$ cat src/rtl/prog_loader_pkg.sv
// Shared definitions for the program loader: FSM state encoding, sizing defaults
// and the NOP word used to scrub code memory before a load.
package prog_loader_pkg;

  localparam int DEPTH_DEF    = 64;
  localparam int RST_HOLD_DEF = 2;
  localparam int AW           = 6;
  localparam int CW           = 7;
  localparam int DW           = 16;

  localparam logic [DW-1:0] NOP_WORD = 16'h0000;

  typedef enum logic [2:0] {
    ST_IDLE    = 3'd0,
    ST_CLEAR   = 3'd1,
    ST_LOAD    = 3'd2,
    ST_RELEASE = 3'd3,
    ST_RUN     = 3'd4
  } state_e;

  // CLEAR walks upward while the counter walks down, so the next address is depth - remaining.
  function automatic logic [AW-1:0] clear_next_addr(input logic [CW-1:0] remaining,
                                                    input int depth);
    clear_next_addr = AW'(depth - int'(remaining));
  endfunction

endpackage

$ cat src/rtl/prog_loader_hold_counter.sv
// Loadable down-counter shared by CLEAR addressing and RELEASE hold timing.
// Load wins over decrement; decrement stops at zero.
module hold_counter
  import prog_loader_pkg::*;
#(
  parameter int W = CW
) (
  input  logic         clk,
  input  logic         rst,
  input  logic         load,
  input  logic [W-1:0] load_val,
  input  logic         dec,
  output logic [W-1:0] count,
  output logic         zero
);

  logic [W-1:0] count_r;

  // Counter register with synchronous reset
  always_ff @(posedge clk) begin
    if (rst) begin
      count_r <= '0;
    end else if (load) begin
      count_r <= load_val;
    end else if (dec && (count_r != '0)) begin
      count_r <= count_r - W'(1);
    end else begin
      count_r <= count_r;
    end
  end

  assign count = count_r;
  assign zero  = (count_r == '0);

endmodule

$ cat src/rtl/prog_loader.sv
// Program loader: scrubs code memory, streams a program into it, then holds the
// CPU in reset for a fixed time before releasing it. All outputs are registered.
module prog_loader
  import prog_loader_pkg::*;
#(
  parameter int DEPTH    = DEPTH_DEF,
  parameter int RST_HOLD = RST_HOLD_DEF
) (
  input  logic          clk,
  input  logic          rst,
  input  logic          start,
  input  logic          ld_valid,
  input  logic [DW-1:0] ld_data,
  input  logic          ld_last,
  output logic          ld_ready,
  output logic          im_we,
  output logic [AW-1:0] im_waddr,
  output logic [DW-1:0] im_wdata,
  output logic          cpu_rst,
  output logic          busy,
  output logic          done,
  output logic          err,
  output logic [CW-1:0] word_count
);

  state_e        state_r;
  state_e        state_nxt_s;
  logic          ld_ready_r;
  logic          im_we_r;
  logic [AW-1:0] im_waddr_r;
  logic [DW-1:0] im_wdata_r;
  logic          cpu_rst_r;
  logic          busy_r;
  logic          done_r;
  logic          err_r;
  logic [CW-1:0] word_count_r;

  logic          we_nxt_s;
  logic [AW-1:0] waddr_nxt_s;
  logic [DW-1:0] wdata_nxt_s;
  logic          err_nxt_s;
  logic [CW-1:0] wc_nxt_s;
  logic          accept_s;

  logic          cnt_load_s;
  logic [CW-1:0] cnt_val_s;
  logic          cnt_dec_s;
  logic [CW-1:0] cnt_value_s;
  logic          cnt_zero_s;

  hold_counter #(.W(CW)) u_hold_counter (
    .clk      (clk),
    .rst      (rst),
    .load     (cnt_load_s),
    .load_val (cnt_val_s),
    .dec      (cnt_dec_s),
    .count    (cnt_value_s),
    .zero     (cnt_zero_s)
  );

  // ld_ready is a register, so acceptance never depends combinationally on itself
  assign accept_s = ld_valid && ld_ready_r;

  // Next-state, counter control and next write-port values
  always_comb begin
    state_nxt_s = state_r;
    cnt_load_s  = 1'b0;
    cnt_val_s   = '0;
    cnt_dec_s   = 1'b0;
    we_nxt_s    = 1'b0;
    waddr_nxt_s = '0;
    wdata_nxt_s = NOP_WORD;
    wc_nxt_s    = word_count_r;
    err_nxt_s   = err_r;
    case (state_r)
      ST_IDLE, ST_RUN: begin
        if (start) begin
          state_nxt_s = ST_CLEAR;
          cnt_load_s  = 1'b1;
          cnt_val_s   = CW'(DEPTH - 1);
          we_nxt_s    = 1'b1;
          waddr_nxt_s = '0;
          wc_nxt_s    = '0;
          err_nxt_s   = 1'b0;
        end else begin
          state_nxt_s = state_r;
        end
      end
      ST_CLEAR: begin
        if (cnt_zero_s) begin
          state_nxt_s = ST_LOAD;
        end else begin
          cnt_dec_s   = 1'b1;
          we_nxt_s    = 1'b1;
          waddr_nxt_s = clear_next_addr(cnt_value_s, DEPTH);
        end
      end
      ST_LOAD: begin
        if (accept_s) begin
          we_nxt_s    = 1'b1;
          waddr_nxt_s = word_count_r[AW-1:0];
          wdata_nxt_s = ld_data;
          wc_nxt_s    = word_count_r + CW'(1);
          if (ld_last) begin
            state_nxt_s = ST_RELEASE;
            cnt_load_s  = 1'b1;
            cnt_val_s   = CW'(RST_HOLD - 1);
          end else if (word_count_r == CW'(DEPTH - 1)) begin
            // Memory is full and no terminator arrived: flag overflow and boot anyway
            err_nxt_s   = 1'b1;
            state_nxt_s = ST_RELEASE;
            cnt_load_s  = 1'b1;
            cnt_val_s   = CW'(RST_HOLD - 1);
          end else begin
            state_nxt_s = ST_LOAD;
          end
        end else begin
          state_nxt_s = ST_LOAD;
        end
      end
      ST_RELEASE: begin
        if (cnt_zero_s) begin
          state_nxt_s = ST_RUN;
        end else begin
          cnt_dec_s = 1'b1;
        end
      end
      default: begin
        state_nxt_s = ST_IDLE;
      end
    endcase
  end

  // State and registered outputs; flags are decoded from the next state so they track state_r
  always_ff @(posedge clk) begin
    if (rst) begin
      state_r      <= ST_IDLE;
      ld_ready_r   <= 1'b0;
      im_we_r      <= 1'b0;
      im_waddr_r   <= '0;
      im_wdata_r   <= NOP_WORD;
      cpu_rst_r    <= 1'b1;
      busy_r       <= 1'b0;
      done_r       <= 1'b0;
      err_r        <= 1'b0;
      word_count_r <= '0;
    end else begin
      state_r      <= state_nxt_s;
      ld_ready_r   <= (state_nxt_s == ST_LOAD);
      im_we_r      <= we_nxt_s;
      im_waddr_r   <= waddr_nxt_s;
      im_wdata_r   <= wdata_nxt_s;
      cpu_rst_r    <= (state_nxt_s != ST_RUN);
      busy_r       <= (state_nxt_s == ST_CLEAR) || (state_nxt_s == ST_LOAD) ||
                      (state_nxt_s == ST_RELEASE);
      done_r       <= (state_nxt_s == ST_RUN);
      err_r        <= err_nxt_s;
      word_count_r <= wc_nxt_s;
    end
  end

  assign ld_ready   = ld_ready_r;
  assign im_we      = im_we_r;
  assign im_waddr   = im_waddr_r;
  assign im_wdata   = im_wdata_r;
  assign cpu_rst    = cpu_rst_r;
  assign busy       = busy_r;
  assign done       = done_r;
  assign err        = err_r;
  assign word_count = word_count_r;

endmodule
$ cat config.mk
export PLATFORM = sky130hd
export DESIGN_NAME = prog_loader
export DESIGN_NICKNAME = d
export VERILOG_FILES = /design/src/rtl/prog_loader_pkg.sv /design/src/rtl/prog_loader_hold_counter.sv /design/src/rtl/prog_loader.sv
export SDC_FILE = /design/constraint.sdc
export NUM_CORES = 1
export LEC_CHECK = 0
export ABC_CLOCK_PERIOD_IN_PS = 5400
export CAP_MARGIN = 20
export CORE_MARGIN = 10
export CORE_UTILIZATION = 50
export DETAILED_ROUTE_END_ITERATION = 8
export PLACE_DENSITY = 0.94
export SLEW_MARGIN = 15
export SYNTH_ARGS = -nofsm -noshare
export SYNTH_HDL_FRONTEND = slang
export SYNTH_HIERARCHICAL = 1
export SYNTH_SLANG_ARGS = --single-unit
$ cat constraint.sdc
create_clock -name clk -period 5.4 [get_ports clk]
set_input_delay 0.81 -clock clk [delete_from_list [all_inputs] [get_ports clk]]
set_output_delay 0.81 -clock clk [all_outputs]
set_load 0.005 [all_outputs]
==> impl_metrics.json, run 1 <==
{
  "track_usage": 0.1392,
  "vias": 1612,
  "arrival_ps": 2790,
  "worst_slew_pin_slew_ps": 727.2,
  "postRouteAntennaNets": 0,
  "dr.first_iter.drc_count": 143,
  "slew_viol_final": 0,
  "ys_types": 54,
  "min_path_type": "reg2reg",
  "seq_area_frac_synth": 0.4691,
  "finalSetupViolCount": 0,
  "rsz0062_at_grt": "no",
  "min_period_over_period": 0.4907,
  "slew_headroom": 0.5137,
  "synthArstFlopShare": 0,
  "post-cts-setup-buffers": 0,
  "synthCells": 197,
  "clock_latency_ps": 290,
  "postCtsHoldBufs": 0,
  "clk_pin_slew_ps": 80,
  "design.core.area_um2": 3689,
  "ir_drop_v": 0.0001403,
  "grt_antenna_before_repair": 0,
  "critPathKind": "in2reg",
  "grt_max_degree": 21,
  "place_area_um2": 2485,
  "cts.repair.resized": 0,
  "viasPerCell": 5.373,
  "post-route-drc-count": 0,
  "cts-htree-levels": 2,
  "die_h_um": 81.98,
  "crit_path_start_kind": "primary input",
  "rows": 22,
  "start_util": 0.5207,
  "finClkSkew_ps": 7.144,
  "p_per_area_nw_per_um2": 299.1,
  "die_x_um": 81.98,
  "hold_viol": 0,
  "power.total_mw": 0.7694,
  "finalNonFillerCells": 300,
  "max_freq_mhz": 377.4,
  "hpwl_mm": 3.723,
  "maxCapViolations": 0,
  "endpoint_kind": "flip-flop",
  "wl_mm": 4.857,
  "finalSetupTns_ps": 0,
  "place.gp.congestion": 0.9141,
  "ys_ff_latch": 45,
  "dp_cells": 292,
  "final_area_um2": 2572,
  "cts_tree": "yes",
  "yosys_warnings": 6,
  "root_buffer": "clkbuf_8",
  "cts.sinks": 45,
  "ys.flop_type": "dfxtp_1",
  "synth.avg_cell_area_um2": 9.749,
  "worst_ep_required_time_ps": 5540,
  "boundaryPins": 56,
  "status": "finished, final reports clean",
  "grt_overflow": 0,
  "clockBufferDepth": 2,
  "cts_buffers": 5,
  "area.growth.synth_to_final_pct": 33.94,
  "synth_edf_count": 0,
  "finalNetCount": 275,
  "cp_max_fo": 8,
  "synth_fp_nets": 221,
  "postLayoutCoreUtil": 0.6974,
  "period_minus_slack_ps": 2650,
  "drive_gt1_frac": 0.08730,
  "synth_area_um2": 1921,
  "drtPass1Iterations": 4,
  "dieArea_um2": 6720,
  "antenna_cells": 0,
  "wl_per_cell_um": 16.19,
  "grt_pass1_vias": 1544,
  "numPortBuffers": 55,
  "power.leakage_nw": 0.9329,
  "grt_pass1_wl_mm": 7.355
}
[metal layers]
metal / global-route usage / wire length [um] / share of wire / vias to the layer above
li1: - / - / - / 788
met2: 0.2524 / 2618 / 0.54 / 44
met5: 0 / 0 / 0 / -
met1: 0.1547 / 1951 / 0.40 / 773
met3: 0.02402 / 197 / 0.041 / 7
met4: 0.06293 / 90 / 0.019 / 0
[metrics by stage]
stage,hold slack (ps),setup WS [ps]
3_3_place_gp,488.8,2614
6_report,500.8,2750
4_1_cts,493.1,2793
5_1_grt,519.1,2628
2_1_floorplan,460.5,3146
3_5_place_dp,472.9,2484
[sequential cells by signal, summed over array words and instances (netlist names)]
name and cells:
u_hold_counter/count 7, state_r 3, im_waddr 6, ld_ready 1
cpu_rst 1, err 1, done 1, im_wdata 16
im_we 1, busy 1, word_count 7
[path summary, 6_finish.rpt]
check,startpoint,depth (start not counted),slack [ps],endpoint
hold / removal,err$_SDFFE_PP0P_,2,500,err$_SDFFE_PP0P_
setup reg to reg,u_hold_counter/count[0]$_SDFFE_PP0P_,9,2860,u_hold_counter/count[5]$_SDFFE_PP0P_
hold reg to reg,err$_SDFFE_PP0P_,2,500,err$_SDFFE_PP0P_
setup / recovery,start,7,2750,u_hold_counter/count[4]$_SDFFE_PP0P_
[cells in the final DEF, fill, tap and decap left out, types with 5 or more instances in the layout]
cell type | netlist | layout
nor2_1 | 22 | 22
nand3_1 | 5 | 5
and2_1 | 19 | 19
a22oi_1 | 5 | 5
clkbuf_8 | 0 | 5
dfxtp_1 | 45 | 45
a21oi_1 | 8 | 8
inv_1 | 11 | 11
nand2_1 | 7 | 7
clkdlybuf4s50_1 | 0 | 55
xnor2_1 | 8 | 8
[where the power goes]
| part | switching (mW) | internal (mW) |
|---|---|---|
| Combinational | 0.0946 | 0.0939 |
| Sequential | 0.0324 | 0.350 |
| Clock | 0.107 | 0.0911 |
| Total | 0.234 | 0.535 |
[worst max-delay path: stages]
cell	delay, ps
clkdlybuf4s50_1	570
or3b_4	440
o311ai_0	160
and2_1	370
inv_1	210
nor2_1	160
a311oi_2	60
[logic make-up after synthesis]
kind of cell,Yosys count,share of synthesized area
AND/OR/NAND/NOR,84,0.2769
flip-flops,45,0.4691
AO/OA/AOI/OAI,34,0.1362
buffers and inverters,19,0.04560
XOR/XNOR,10,0.04561
adder cells (fa/ha/maj),3,0.01955
other,1,0.001953
multiplexers,1,0.005212
[cells in the mapped netlist, types with 2 or more instances]
cell type	n	area share
xnor2_1	8	0.036
o21a_1	2	0.0078
dfxtp_1	45	0.47
o31ai_1	2	0.0078
buf_4	2	0.0078
a2111oi_2	2	0.016
or3_1	3	0.0098
and2_1	19	0.062
a21oi_1	8	0.021
nor3_1	4	0.010
a22oi_1	5	0.020
nor2_1	22	0.043
nor4_1	2	0.0065
xor2_1	2	0.0091
clkbuf_1	3	0.0059
inv_1	11	0.021
nand3_1	5	0.013
a211oi_1	4	0.016
nor2b_1	2	0.0065
nand2_1	7	0.014
nand2b_1	3	0.0098
a31oi_1	2	0.0065
ha_1	3	0.020
[layout make-up]
cell class | instances | area, um^2
fillers | 282 | 1116
clock buffers | 6 | 72.57
flip-flops and latches | 45 | 900.9
clock inverters | 2 | 15.01
inverters | 11 | 41.29
repair buffers | 55 | 550.5
well taps | 48 | 60.06
multi-input cells | 133 | 932.1
Note: power is estimated with default switching activity, not from simulation.
==> inputs of run 2 (changes only) <==
- ABC_CLOCK_PERIOD_IN_PS: 5400 -> 2600
- CORE_UTILIZATION: 50 -> 47
- PLACE_DENSITY: 0.94 -> 0.89
- clock period: 5.4 -> 2.6 ns (I/O delays scaled with it)
==> run 2 against run 1 <==
  * Clock power grew 120%
  * Power grew 110%
  * Final cell count grew 2.3%
  * Core utilization shrank 3.5 points
  * Count of clock-buffer cells in the layout shrank 1
  * Sequential share of layout area shrank 0.70 points
  * Flip-flop and latch count is the same
==> impl_metrics.json, run 2 (same netlist as run 1, synthesis figures left out) <==
{
  "status": "finished, final reports clean",
  "wl_per_cell_um": 15.85,
  "start_util": 0.4836,
  "cts.repair.resized": 0,
  "max_freq_mhz": 402.4,
  "die_h_um": 83.93,
  "endpoint_kind": "flip-flop",
  "cp_max_fo": 6,
  "boundaryPins": 56,
  "power.leakage_nw": 0.9672,
  "reg2reg_from": "u_hold_counter/count[0]$_SDFFE_PP0P_",
  "ir_drop_v": 0.0002637,
  "finalNetCount": 280,
  "wl_mm": 4.866,
  "largest_reg_flops": 16,
  "worstRegToRegCells": 9,
  "rsz0062_at_grt": "no",
  "finClkSkew_ps": 4.706,
  "whs_path_depth": 2,
  "drtPass1Iterations": 4,
  "antenna_cells": 0,
  "final_cell_mix": "clkdlybuf4s50_1, dfxtp_1, nor2_1, and2_1, inv_1",
  "dp_cells": 299,
  "cp-startpoint": "u_hold_counter/count[0]$_SDFFE_PP0P_",
  "clockBufferDepth": 2,
  "final_common_cell": "clkdlybuf4s50_1",
  "maxCapViolations": 0,
  "finalNonFillerCells": 307,
  "grt_antenna_before_repair": 0,
  "postRouteAntennaNets": 0,
  "area.growth.synth_to_final_pct": 36.87,
  "dr.first_iter.drc_count": 74,
  "ff2ff_setup_slack_ps": 120,
  "grt_max_degree": 17,
  "slew_viol_final": 0,
  "min_path_type": "reg2reg",
  "design.core.area_um2": 3971,
  "track_usage": 0.1345,
  "viasPerCell": 5.218,
  "clock_latency_ps": 300,
  "post-route-drc-count": 0,
  "worst_slew_pin_slew_ps": 535.5,
  "cts_buffers": 5,
  "root_buffer": "clkbuf_8",
  "grt_overflow": 0,
  "vias": 1602,
  "critPathKind": "reg2reg",
  "min_period_over_period": 0.9557,
  "post-cts-setup-buffers": 0,
  "die_x_um": 83.93,
  "drive_gt1_frac": 0.1206,
  "p_per_area_nw_per_um2": 623.4,
  "cts-htree-levels": 2,
  "hold_viol": 0,
  "crit_path_start_kind": "flip-flop",
  "timing.rr.end": "u_hold_counter/count[5]$_SDFFE_PP0P_",
  "numPortBuffers": 55,
  "worst_ep_required_time_ps": 2820,
  "finalSetupViolCount": 0,
  "postCtsHoldBufs": 0,
  "grt_pass1_vias": 1629,
  "period_minus_slack_ps": 2485,
  "finalSetupTns_ps": 0,
  "clk_pin_slew_ps": 90,
  "grt_pass1_wl_mm": 7.935,
  "rows": 23,
  "cts.sinks": 45,
  "slew_headroom": 0.6385,
  "place.gp.congestion": 0.8818,
  "endpoint": "u_hold_counter/count[5]$_SDFFE_PP0P_",
  "dieArea_um2": 7043,
  "cts_tree": "yes",
  "hpwl_mm": 3.657,
  "arrival_ps": 2700
}
[run 2: cell types whose count changed in the layout (fill, tap and decap cells not counted), sizes merged]
| cell | previous run | this run |
|---|---|---|
| clkbuf | 6 | 5 |
| buf | 0 | 5 |
| clkinv | 0 | 1 |
| clkinvlp | 2 | 1 |
| inv | 11 | 12 |
[run 2: power breakdown]
group          switching [mW]  internal, mW  leakage, nW
registers              0.0583         0.728        0.365
clock network           0.245         0.191       0.0445
logic                   0.208         0.209        0.558
total                   0.511          1.13        0.967
[run 2: worst min-delay path by stage]
stage / from / slack, ps / endpoint
finish: err$_SDFFE_PP0P_ / 500 / err$_SDFFE_PP0P_
global route: u_hold_counter/count[6]$_SDFFE_PP0P_ / 540 / u_hold_counter/count[6]$_SDFFE_PP0P_
CTS: err$_SDFFE_PP0P_ / 520 / err$_SDFFE_PP0P_
detailed placement: err$_SDFFE_PP0P_ / 490 / err$_SDFFE_PP0P_
global placement: err$_SDFFE_PP0P_ / 460 / err$_SDFFE_PP0P_
floorplan: err$_SDFFE_PP0P_ / 460 / err$_SDFFE_PP0P_
[run 2: area by class of cell]
class / instances / area, um^2
fill: 325 / 1343
clock inverter: 3 / 21.27
timing repair buffer: 60 / 588.1
tap: 50 / 62.56
clock buffer: 5 / 68.82
sequential: 45 / 902.1
multi-input combinational: 133 / 944.7
inverter: 11 / 41.29
[run 2: metrics by stage]
step                instance area (um^2)  setup slack (ps)    util  total power, mW  hold WS [ps]
floorplan                           1921             346.0       -            1.075         460.5
global placement                    2525             191.6  0.6358            1.180         457.6
detailed placement                  2525             117.1  0.6358            1.196         494.8
CTS                                 2615             14.80  0.6585            1.630         515.6
global route                        2629             13.30  0.6619            1.715         535.6
finish                              2629             115.1  0.6619            1.639         501.6
[run 2: critical path, cell delays in order, from the launching register on]
cell,delay [ps]
dfxtp_2,390
inv_1,70
ha_1,220
nor4b_4,160
and2_1,240
nor3b_4,270
or3b_2,540
nor4_2,200
nand2b_1,80
a311oi_1,230
[run 2: per-layer routing]
layer	track usage	part of all wire	up-vias
met2	0.2599	0.55	37
met4	0.05175	0.020	0
met1	0.1287	0.38	755
met3	0.03906	0.050	9
li1	-	-	801
met5	0	0	-
==> patch (settings of run 2) <==
Make the reset (`rst`) asynchronous in 2 clocked blocks. Comments in the files are not updated.
--- a/src/rtl/prog_loader_hold_counter.sv
+++ b/src/rtl/prog_loader_hold_counter.sv
@@ -17,7 +17,7 @@
   logic [W-1:0] count_r;
 
   // Counter register with synchronous reset
-  always_ff @(posedge clk) begin
+  always_ff @(posedge clk or posedge rst) begin
     if (rst) begin
       count_r <= '0;
     end else if (load) begin
--- a/src/rtl/prog_loader.sv
+++ b/src/rtl/prog_loader.sv
@@ -132,7 +132,7 @@
   end
 
   // State and registered outputs; flags are decoded from the next state so they track state_r
-  always_ff @(posedge clk) begin
+  always_ff @(posedge clk or posedge rst) begin
     if (rst) begin
       state_r      <= ST_IDLE;
       ld_ready_r   <= 1'b0;
Function: differs if rst is asserted again (counterexample within 4 cycles, from zero or initial values and one cycle with rst high); with rst held inactive, the same outputs for 10 cycles.
==> patch against run 2 <==
Sequential share of layout area up 4.7 points. Cell area increased by 10%. Count of clock-buffer cells in the layout up 1. Clock skew grew 0.89 ps. Sequential cell count unchanged. Routed wire length rose by 12%. First-iteration DRC count grew 34%. Area after synthesis is 14% higher. Core utilization decreased by 1.1 points. Worst setup slack better by 39 ps.
Power is not compared: it rests on default switching activity, and its combinational part moved more than twofold at a synthesized area within 25%.
==> patch: results (changes against run 2) <==
[metrics] Via-to-Cell Ratio: 5.91 (was 5.22)
[metrics] Total GRT Usage: 13.8% (was 13.4%)
[metrics] signal buffers share of area: 20.6% (was 22.4%)
[metrics] total of plain and repair buffers excluding clock buffers: 61 (was 60)
[metrics] Placement Cell Area: 2790 um2 (was 2520 um2)
[metrics] combined flip-flop and latch cell area: 1130 um2 (was 902 um2)
[metrics] clk cell area share: 3.33% (was 3.43%)
[metrics] synthesized netlist net count: 223 (was 221)
[metrics] via count of the first global-routing pass: 1789 (was 1629)
[metrics] share of the final layout cell area in multi-input gates: 32.9% (was 35.9%)
[metrics] critical path peak fanout: 12 (was 6)
[metrics] largest incremental delay on the critical path: 590 ps (was 540 ps)
[metrics] final estimated routing congestion in global placement: 0.869 (was 0.882)
[metrics] maximum number of pins on one net before global-route repair: 39 (was 17)
[metrics] Async S/R FF share, synth: 100% (was 0%)
[metrics] class of the tightest hold or removal check: in2async (was reg2reg)
[metrics] Final #Nets: 281 (was 280)
[metrics] fraction of the yosys area taken by sequential cells: 51.3% (was 46.9%)
[metrics] number of fill cells: 341 (was 325)
[metrics] final clock skew: 5.59 ps (was 4.71 ps)
[metrics] Synth top cells by count: 44 x sky130_fd_sc_hd__dfrtp_1, 17 x sky130_fd_sc_hd__and3_1, 13 x sky130_fd_sc_hd__nand2_1, 10 x sky130_fd_sc_hd__inv_1, 7 x sky130_fd_sc_hd__nor2_1 (was 45 x sky130_fd_sc_hd__dfxtp_1, 22 x sky130_fd_sc_hd__nor2_1, 19 x sky130_fd_sc_hd__and2_1, 11 x sky130_fd_sc_hd__inv_1)
[metrics] drt wl/cell: 17.6 um (was 15.9 um)
[metrics] clkbuf count: 6 (was 5)
[metrics] global-route wire length before repair: 8.80 mm (was 7.94 mm)
[metrics] status: completed (unchanged)
[metrics] Core Area: 4440 um2 (was 3970 um2)
[metrics] FF-to-FF Start: word_count[0]$_DFFE_PP0P_ (was u_hold_counter/count[0]$_SDFFE_PP0P_)
[metrics] unique cell type count in the Yosys netlist: 58 (was 54)
patch: how the worst max path moves through the flow:
| stage | startpoint | to | slack [ps] | depth (start not counted) |
|---|---|---|---|---|
| 2_1_floorplan | u_hold_counter/count[0]$_DFFE_PP0P_ | u_hold_counter/count[3]$_DFFE_PP0P_ | 8 | 8 |
| 3_3_place_gp | ld_valid | u_hold_counter/count[5]$_DFFE_PP0P_ | 210 | 7 |
| 3_5_place_dp | ld_valid | u_hold_counter/count[5]$_DFFE_PP0P_ | 140 | 7 |
| 4_1_cts | word_count[1]$_DFFE_PP0P_ | u_hold_counter/count[5]$_DFFE_PP0P_ | 210 | 7 |
| 5_1_grt | word_count[1]$_DFFE_PP0P_ | u_hold_counter/count[5]$_DFFE_PP0P_ | 30 | 7 |
| 6_report | word_count[0]$_DFFE_PP0P_ | u_hold_counter/count[5]$_DFFE_PP0P_ | 150 | 7 |
patch: cell families after synthesis:
family	count (synthesis)	share of synthesized area [%]
other	1	0.171
adder cells (fa/ha/maj)	3	1.71
AO/OA/AOI/OAI	40	14.6
buffers and inverters	21	5.41
XOR/XNOR	3	1.20
AND/OR/NAND/NOR	81	23.3
flip-flops	45	51.3
multiplexers	5	2.33
patch: per-stage QoR:
step,instances,util (%),setup slack [ps]
3_5_place_dp,302,62.9,136
5_1_grt,310,65.1,27.2
4_1_cts,310,65.0,212
2_1_floorplan,199,-,7.75
3_3_place_gp,302,62.9,208
6_report,310,65.1,154
patch: layer usage:
layer	up-vias	global-route usage [%]	share of wire, %
li1	840	-	-
met3	8	3.31	6.9
met2	70	24.1	50
met4	0	3.82	1.2
met5	-	0	0
met1	913	16.6	42
